<file path="config.mk">
export PLATFORM = sky130hd
export DESIGN_NAME = qspi_ddr_shifter_flat
export DESIGN_NICKNAME = d
export VERILOG_FILES = /design/src/rtl/qspi_ddr_shifter_if.sv /design/src/rtl/qspi_ddr_shifter.sv /design/src/flat_wrapper.sv
export SDC_FILE = /design/constraint.sdc
export NUM_CORES = 1
export LEC_CHECK = 0
export ABC_AREA = 1
export CAP_MARGIN = 20
export CORE_AREA = 3 3 74 55
export DETAILED_ROUTE_END_ITERATION = 10
export DIE_AREA = 0 0 77 58
export PLACE_DENSITY = 0.82
export SLEW_MARGIN = 0
export SYNTH_ARGS = -nofsm -noshare
export SYNTH_HDL_FRONTEND = slang
export SYNTH_SLANG_ARGS = --single-unit
export TNS_END_PERCENT = 20
</file>
<file path="constraint.sdc">
create_clock -name i_clk -period 2.4 [get_ports i_clk]
set_input_delay 0.48 -clock i_clk [delete_from_list [all_inputs] [get_ports i_clk]]
set_output_delay 0.48 -clock i_clk [all_outputs]
set_load 0.01 [all_outputs]
</file>
<file path="src/rtl/qspi_ddr_shifter_if.sv">
// Controller/pin bundle for qspi_ddr_shifter: byte request handshake, returned
// byte, and the CS#/SCK/DQ DDR pin pairs.
interface qspi_ddr_shifter_if;
  logic       i_stb;
  logic       i_quad;
  logic       i_dir;
  logic       i_last;
  logic [7:0] i_byte;
  logic       o_busy;
  logic       o_valid;
  logic [7:0] o_byte;
  logic       o_cs_n;
  logic [1:0] o_sck;
  logic [3:0] o_dq_oe;
  logic [7:0] o_dq;
  logic [7:0] i_dq;

  modport slave (
    input  i_stb, i_quad, i_dir, i_last, i_byte, i_dq,
    output o_busy, o_valid, o_byte, o_cs_n, o_sck, o_dq_oe, o_dq
  );

  modport master (
    output i_stb, i_quad, i_dir, i_last, i_byte, i_dq,
    input  o_busy, o_valid, o_byte, o_cs_n, o_sck, o_dq_oe, o_dq
  );
endinterface

</file>
<file path="src/rtl/qspi_ddr_shifter.sv">
// Byte-level QSPI shift engine feeding per-pin DDR I/O cells; SPI always,
// quad read/write only when QSPI_QUAD_EN is defined.
module qspi_ddr_shifter #(
  parameter int RDDELAY = 3
) (
  input  logic                 i_clk,
  input  logic                 i_reset,
  qspi_ddr_shifter_if.slave    bus
);

  typedef enum logic [2:0] {
    S_IDLE, S_SETUP, S_SHIFT, S_DRAIN, S_HOLD, S_RELEASE
  } state_t;

  state_t       state_q, state_d;
  logic [2:0]   cnt_q, cnt_d;
  logic [7:0]   byte_q;
  logic         last_q;
  logic [6:0]   rx_q;
  logic [7:0]   rx_d;
  logic [2:0]   rx_cnt_q;
  logic         valid_q;
  logic [7:0]   obyte_q;
  logic [RDDELAY-1:0] tag_q;

  logic         accept;
  logic         tag_out;
  logic         rx_final;
  logic [2:0]   last_idx;
  logic         cs_n;
  logic [1:0]   sck;
  logic [3:0]   dq_oe;
  logic [7:0]   dq;
  logic         busy;
  logic [7:0]   spi_dq;
  logic         unused_sig;

`ifdef QSPI_QUAD_EN
  logic         quad_q;
  logic         dir_q;
  logic [3:0]   nib;

  assign last_idx   = quad_q ? 3'd1 : 3'd7;
  assign nib        = cnt_q[0] ? byte_q[3:0] : byte_q[7:4];
  assign rx_d       = quad_q ? {rx_q[3:0], bus.i_dq[7], bus.i_dq[5], bus.i_dq[3], bus.i_dq[1]}
                             : {rx_q, bus.i_dq[3]};
  assign unused_sig = ^{bus.i_dq[6], bus.i_dq[4], bus.i_dq[2], bus.i_dq[0]};

  always_ff @(posedge i_clk or posedge i_reset) begin
    if (i_reset) begin
      quad_q <= 1'b0;
      dir_q  <= 1'b0;
    end else if (accept) begin
      quad_q <= bus.i_quad;
      dir_q  <= bus.i_dir;
    end
  end
`else
  assign last_idx   = 3'd7;
  assign rx_d       = {rx_q, bus.i_dq[3]};
  assign unused_sig = ^{bus.i_dq[7:4], bus.i_dq[2:0], bus.i_quad, bus.i_dir};
`endif

  assign accept   = bus.i_stb && (state_q == S_IDLE || state_q == S_HOLD);
  assign tag_out  = tag_q[RDDELAY-1];
  assign rx_final = tag_out && (rx_cnt_q == last_idx);
  // WP#/HOLD# stay high; DQ0 carries the current MSB-first bit on both edges.
  assign spi_dq   = {4'hF, 2'b00, {2{byte_q[3'd7 - cnt_q]}}};

  always_ff @(posedge i_clk or posedge i_reset) begin
    if (i_reset) begin
      state_q <= S_IDLE;
      cnt_q   <= 3'd0;
      byte_q  <= 8'h00;
      last_q  <= 1'b0;
    end else begin
      state_q <= state_d;
      cnt_q   <= cnt_d;
      if (accept) begin
        byte_q <= bus.i_byte;
        last_q <= bus.i_last;
      end
    end
  end

  always_comb begin
    state_d = state_q;
    cnt_d   = cnt_q;
    cs_n    = 1'b0;
    sck     = 2'b00;
    dq_oe   = 4'b1100;
    dq      = 8'hF0;
    busy    = 1'b1;
    case (state_q)
      S_IDLE: begin
        cs_n = 1'b1;
        busy = 1'b0;
        if (accept) begin
          state_d = S_SETUP;
          cnt_d   = 3'd0;
        end
      end
      S_SETUP: state_d = S_SHIFT;
      S_SHIFT: begin
        sck   = 2'b01;
        dq_oe = 4'b1101;
        dq    = spi_dq;
`ifdef QSPI_QUAD_EN
        if (quad_q && dir_q) begin
          dq_oe = 4'b1111;
          dq    = {{2{nib[3]}}, {2{nib[2]}}, {2{nib[1]}}, {2{nib[0]}}};
        end else if (quad_q) begin
          dq_oe = 4'b0000;
          dq    = 8'h00;
        end
`endif
        if (cnt_q == last_idx) state_d = S_DRAIN;
        else                   cnt_d   = cnt_q + 3'd1;
      end
      S_DRAIN: begin
        // Non-final bytes leave with the capture so the next request can
        // overlap o_valid; a final byte lingers one cycle before CS# rises.
        if (rx_final && !last_q)     state_d = S_HOLD;
        else if (valid_q && last_q)  state_d = S_RELEASE;
      end
      S_HOLD: begin
        busy = 1'b0;
        if (accept) begin
          state_d = S_SHIFT;
          cnt_d   = 3'd0;
        end
      end
      S_RELEASE: begin
        cs_n    = 1'b1;
        state_d = S_IDLE;
      end
      default: state_d = S_IDLE;
    endcase
  end

  // Valid-tag delay line: tag_q[k] marks a SHIFT cycle k+1 clocks ago.
  always_ff @(posedge i_clk or posedge i_reset) begin
    if (i_reset) tag_q[0] <= 1'b0;
    else         tag_q[0] <= (state_q == S_SHIFT);
  end

  generate
    for (genvar gi = 1; gi < RDDELAY; gi++) begin : g_tag
      always_ff @(posedge i_clk or posedge i_reset) begin
        if (i_reset) tag_q[gi] <= 1'b0;
        else         tag_q[gi] <= tag_q[gi-1];
      end
    end
  endgenerate

  always_ff @(posedge i_clk or posedge i_reset) begin
    if (i_reset) begin
      rx_q     <= 7'd0;
      rx_cnt_q <= 3'd0;
      valid_q  <= 1'b0;
      obyte_q  <= 8'h00;
    end else begin
      valid_q <= rx_final;
      if (tag_out) begin
        rx_q     <= rx_d[6:0];
        rx_cnt_q <= rx_final ? 3'd0 : rx_cnt_q + 3'd1;
      end
      if (rx_final) obyte_q <= rx_d;
    end
  end

  assign bus.o_busy  = busy;
  assign bus.o_valid = valid_q;
  assign bus.o_byte  = obyte_q;
  assign bus.o_cs_n  = cs_n;
  assign bus.o_sck   = sck;
  assign bus.o_dq_oe = dq_oe;
  assign bus.o_dq    = dq;

endmodule

</file>
<file path="src/flat_wrapper.sv">
// flat-port wrapper written by rule: the top's interface ports become plain ports
module qspi_ddr_shifter_flat 
#(
  parameter int RDDELAY = 3
)
  (i_clk, i_reset, bus_i_stb, bus_i_quad, bus_i_dir, bus_i_last, bus_i_byte, bus_i_dq, bus_o_busy, bus_o_valid, bus_o_byte, bus_o_cs_n, bus_o_sck, bus_o_dq_oe, bus_o_dq);
  qspi_ddr_shifter_if bus_i ();
  input  logic i_clk;
  input  logic i_reset;
  input wire logic [$bits(bus_i.i_stb)-1:0] bus_i_stb;
  input wire logic [$bits(bus_i.i_quad)-1:0] bus_i_quad;
  input wire logic [$bits(bus_i.i_dir)-1:0] bus_i_dir;
  input wire logic [$bits(bus_i.i_last)-1:0] bus_i_last;
  input wire logic [$bits(bus_i.i_byte)-1:0] bus_i_byte;
  input wire logic [$bits(bus_i.i_dq)-1:0] bus_i_dq;
  output wire logic [$bits(bus_i.o_busy)-1:0] bus_o_busy;
  output wire logic [$bits(bus_i.o_valid)-1:0] bus_o_valid;
  output wire logic [$bits(bus_i.o_byte)-1:0] bus_o_byte;
  output wire logic [$bits(bus_i.o_cs_n)-1:0] bus_o_cs_n;
  output wire logic [$bits(bus_i.o_sck)-1:0] bus_o_sck;
  output wire logic [$bits(bus_i.o_dq_oe)-1:0] bus_o_dq_oe;
  output wire logic [$bits(bus_i.o_dq)-1:0] bus_o_dq;
  assign bus_i.i_stb = bus_i_stb;
  assign bus_i.i_quad = bus_i_quad;
  assign bus_i.i_dir = bus_i_dir;
  assign bus_i.i_last = bus_i_last;
  assign bus_i.i_byte = bus_i_byte;
  assign bus_i.i_dq = bus_i_dq;
  assign bus_o_busy = bus_i.o_busy;
  assign bus_o_valid = bus_i.o_valid;
  assign bus_o_byte = bus_i.o_byte;
  assign bus_o_cs_n = bus_i.o_cs_n;
  assign bus_o_sck = bus_i.o_sck;
  assign bus_o_dq_oe = bus_i.o_dq_oe;
  assign bus_o_dq = bus_i.o_dq;
  qspi_ddr_shifter #(.RDDELAY(RDDELAY)) u_core (.i_clk(i_clk), .i_reset(i_reset), .bus(bus_i));
endmodule
</file>
# Yosys cells after proc, flatten, opt, wreduce, memory -nomap -nowiden
# Index checks and enable logic that the tools add are counted.
[classes]
reduce_logical = 12
add_sub_neg = 3
n_mux = 17
eq_ne = 13
order_cmp = 1
[ops]
columns = ["operator", "count"]
rows = [
  ["$mux 3", 8],
  ["$pmux 3 s5", 1],
  ["$eq 3x3->1 const B", 4],
  ["$ne 2x1->1 const B", 4],
  ["$add 3x1->3 const B", 2],
  ["$eq 3x2->1 const B", 2],
  ["$pmux 3 s2", 1],
  ["$mux 1", 5],
  ["$logic_and 1x1->1", 4],
  ["$lt 3x4->1 const B", 1],
  ["$reduce_and 4->1", 1],
  ["$reduce_or 2->1", 2],
  ["$bmux 1 s3", 1],
  ["$eq 3x1->1 const B", 1],
  ["$logic_not 3->1", 1],
  ["$ne 3x1->1 const B", 1],
  ["$reduce_and 3->1", 1],
  ["$sub 3x3->3 const A", 1],
  ["$mux 2", 1],
  ["$ne 2x2->1 const B", 1],
  ["$reduce_bool 2->1", 1],
  ["$logic_not 1->1", 1],
  ["$logic_or 1x1->1", 1],
]
[word_totals]
ff_bits = 37

# Logic depth before layout (Yosys ltp)
[logic_depth]
word_depth = 5
depth_mapped = 7

# Least setup slack after synthesis
# No wires, ideal clock.
[synth_path]
path_kind = "register to output"
from = "register u_core.state_q[2]"
to = "output port bus_o_dq[1]"
path_slack_ps = 642
required_ps = 1920
t_arrival_ps = 1278
path_stages_with_launch = 7
cell_sequence = "dfrtp_1 > inv_1 > nand2_1 > nor2_1 > nand2_1 > nor2_1 > buf_4"
[synth_via]
elab_chain_cells = 2
[synth_rtl]
columns = ["element", "line", "text"]
rows = [
  ["start: declaration", "qspi_ddr_shifter.sv:15", "state_t state_q, state_d;"],
  ["start signal: assignment", "qspi_ddr_shifter.sv:77", "state_q <= state_d;"],
  ["$eq 3x2->1", "qspi_ddr_shifter.sv:94", "case (state_q)"],
  ["$mux 2", "qspi_ddr_shifter.sv:94", ""],
  ["end: declaration", "flat_wrapper.sv:22", "output wire logic [$bits(bus_i.o_dq)-1:0] bus_o_dq;"],
]
# No other way between the ends.

# Final worst setup path
[layout_path]
from = "register u_core.state_q[0]"
to = "output port bus_o_cs_n"
[layout_via]
elab_chain_cells = 3
[layout_rtl]
columns = ["element", "line", "text"]
rows = [
  ["$eq 3x3->1 / $logic_not 3->1 (equally long branches)", "qspi_ddr_shifter.sv:94", ""],
  ["$reduce_or 2->1 (no source line) (*)", "n/a", ""],
  ["$mux 1 (*)", "qspi_ddr_shifter.sv:94", ""],
  ["end: declaration", "flat_wrapper.sv:19", "output wire logic [$bits(bus_i.o_cs_n)-1:0] bus_o_cs_n;"],
]
# Mark *: on every way between the ends. The rest lies on a longest branch, timed or not.

==> impl_metrics.ini <==
[logic_synthesis]
yosysSeqAreaShare = 0.534
yosysWarnings = 0
async_reset_ff_frac = 1.00
syn_inst = 198
synth-seq-cells = 37
netlist_area_mm2 = 0.00173
synth_edf_count = 0
ys.flop_type = dfrtp_1
yosysUniqueCellTypes = 22
syn_area_per_cell_um2 = 8.75

[clock_network]
cts-buffers-inserted = 5
cts_setup_buffers = 0
clkTransAtPathRegs_ns = 0.06
clock_latency_ns = 0.29
clock_path_buffers = 2
cts.sinks = 37
root_buffer = clkbuf_8
cts_max_level = 2
cts_tree = built

[worst_setup_path]
cp-end-kind = output pin
cp-start-kind = flop
r2r_start = u_core.tag_out$_DFF_PP0_
crit_start = u_core.state_q[0]$_DFFE_PP0P_
r2r-end = u_core.bus.o_byte[4]$_DFFE_PP0N_
endpoint = bus_o_cs_n
cp_max_fo = 6
worst_r2r_path_depth = 3
worstPathArrival_ns = 1.84
crit_required_ns = 1.92
worstSetupPathType = reg2out
reg2reg_setup_slack_ns = 0.84

[grt]
grt.overflow.total = 0
grt_pass1_vias = 1177
track_usage = 0.150
grt_max_degree = 38
grt_pass1_wl_um = 5220
antenna_found_initial = 0

[sta]
setup_violations = 0
drv_slew = 0
worstMarginPinSlew_ns = 0.584
slew_headroom = 0.610
hold_viol_final = 0
period_needed_ns = 2.32
max_freq_ghz = 0.431
tns_ns = 0
finClkSkew_ns = 0.00946
finalCritPeriodShare = 0.966
rsz0062_at_grt = no

[cells_and_area]
drive_gt1_frac = 0.0708
seqCellArea_um2 = 927
fin_area_mm2 = 0.00208
fillers = 311
area_growth_pct = 20.3
layout_common_cells = nand2_1, dfrtp_1, inv_1
multi_input_area_um2 = 604
nNetsFinal = 252
insertedDiodeCount = 0
layout_commonest_cell = nand2_1

[floorplanning]
io_pins = 47
dieArea_mm2 = 0.00447
core_area_mm2 = 0.00345
start_util = 0.503
die_y_um = 58
fp-row-count = 18
die_width_um = 77

[power_and_ir_drop]
p_sw_uw = 247
p_clk_frac = 0.375
p_comb_frac = 0.061
power_density_mw_per_mm2 = 547
switching_share = 0.216
intPower_uw = 894
seqPwrFrac = 0.564
leakage_nw = 1.07
ir_worst_vdd_mv = 0.388

[detailed_routing]
via_per_inst = 4.63
drt_iter0_drc = 46
wl_per_cell_um = 11.1
final_antenna_net_count = 0
drtPass1Iterations = 5
finalWirelength_um = 3070
drc = 0
vias = 1278

[placement]
numPortBuffers = 27
hpwl_um = 2170
gp_congestion = 0.777
dpl_cell_area_mm2 = 0.00199

[worst_hold_path]
hold_path_class = reg2reg

[outcome]
status = finished, final reports clean

[job]
drv_cap = 0
[through the flow]
stage	util	setup slack [ns]	cells	total power [mW]	hold WS [ns]
after global placement	0.578	0.340	269	0.723	0.336
final	0.605	0.0819	276	1.14	0.352
after detailed placement	0.578	0.336	269	0.724	0.336
after global routing	0.605	0.0215	276	1.18	0.357
after floorplan	-	0.642	206	0.706	0.331
after CTS	0.603	0.00545	276	1.15	0.355
[worst min-delay path by stage]
stage / start / slack [ns] / depth (start not counted) / to
2_1_floorplan: u_core.tag_q[1]$_DFF_PP0_ / 0.33 / 0 / u_core.tag_out$_DFF_PP0_
3_3_place_gp: u_core.tag_q[1]$_DFF_PP0_ / 0.34 / 0 / u_core.tag_out$_DFF_PP0_
3_5_place_dp: u_core.tag_q[1]$_DFF_PP0_ / 0.34 / 0 / u_core.tag_out$_DFF_PP0_
4_1_cts: u_core.tag_q[1]$_DFF_PP0_ / 0.35 / 0 / u_core.tag_out$_DFF_PP0_
5_1_grt: u_core.tag_q[1]$_DFF_PP0_ / 0.36 / 0 / u_core.tag_out$_DFF_PP0_
6_report: u_core.tag_q[1]$_DFF_PP0_ / 0.35 / 0 / u_core.tag_out$_DFF_PP0_
[cell type report]
| cell class | instances | area share |
|---|---|---|
| multi-input cells | 124 | 0.290 |
| clock buffers | 7 | 0.0414 |
| well taps | 50 | 0.0300 |
| repair buffers | 29 | 0.139 |
| inverters | 29 | 0.0546 |
| flip-flops and latches | 37 | 0.445 |
[synthesized netlist by cell type, types with 2 or more instances]
master | count | share of area
a21oi_1 | 3 | 0.0087
buf_2 | 2 | 0.0058
buf_4 | 12 | 0.052
conb_1 | 2 | 0.0043
dfrtp_1 | 37 | 0.53
ha_1 | 4 | 0.029
inv_1 | 28 | 0.061
nand2_1 | 54 | 0.12
nand3_1 | 11 | 0.032
nor2_1 | 6 | 0.013
nor2_4 | 2 | 0.013
o21ai_0 | 24 | 0.069
o21ai_1 | 4 | 0.012
[logic make-up (layout without fill, tap and decap cells)]
family,count (synthesis),in the layout,synth area share
simple gates,76,76,0.194
buf+inv,45,65,0.134
flops,37,37,0.534
compound gates,33,33,0.0982
fa+ha+maj,4,4,0.0289
other cells,2,10,0.00433
mux,1,1,0.00650
[state kept, by name, summed over array words and instances (netlist names)]
signal and flops:
u_core.last_q 1, u_core.rx_cnt_q 3, u_core.cnt_q 3, u_core.bus.o_byte 8
u_core.tag_q 2, u_core.byte_q 8, u_core.rx_q 7, u_core.bus.o_valid 1
u_core.state_q 3, u_core.tag_out 1
[repair_timing]
item | 4_1_cts | 5_1_grt
setup endpoints to repair | 0 | 2
hold buffers | 0 | 0
endpoints found under the hold margin | 0 | 0
resized for setup | 0 | 3
[metal layers]
layer / vias to the layer above / global-route usage / wire length [um]
li1: 652 / - / -
met3: 5 / 0.0435 / 121
met1: 596 / 0.195 / 1520
met4: 0 / 0.0685 / 45
met2: 25 / 0.236 / 1380
met5: - / 0 / 0
[power groups by stage]
stage / sequential [mW] / combinational [mW] / clock, mW
after floorplan: 0.652 / 0.0537 / 0
after global placement: 0.653 / 0.0695 / 0
after detailed placement: 0.654 / 0.0705 / 0
after CTS: 0.642 / 0.0712 / 0.437
after global routing: 0.643 / 0.0807 / 0.458
final: 0.643 / 0.0699 / 0.428
[worst max-delay path: stages, from the launching register on]
cell and delay [ns]:
dfrtp_1 0.47, nor2_4 0.21, nand2_1 0.09, a31oi_1 0.21, clkdlybuf4s50_1 0.57
Power figures use the tool's default switching activity.
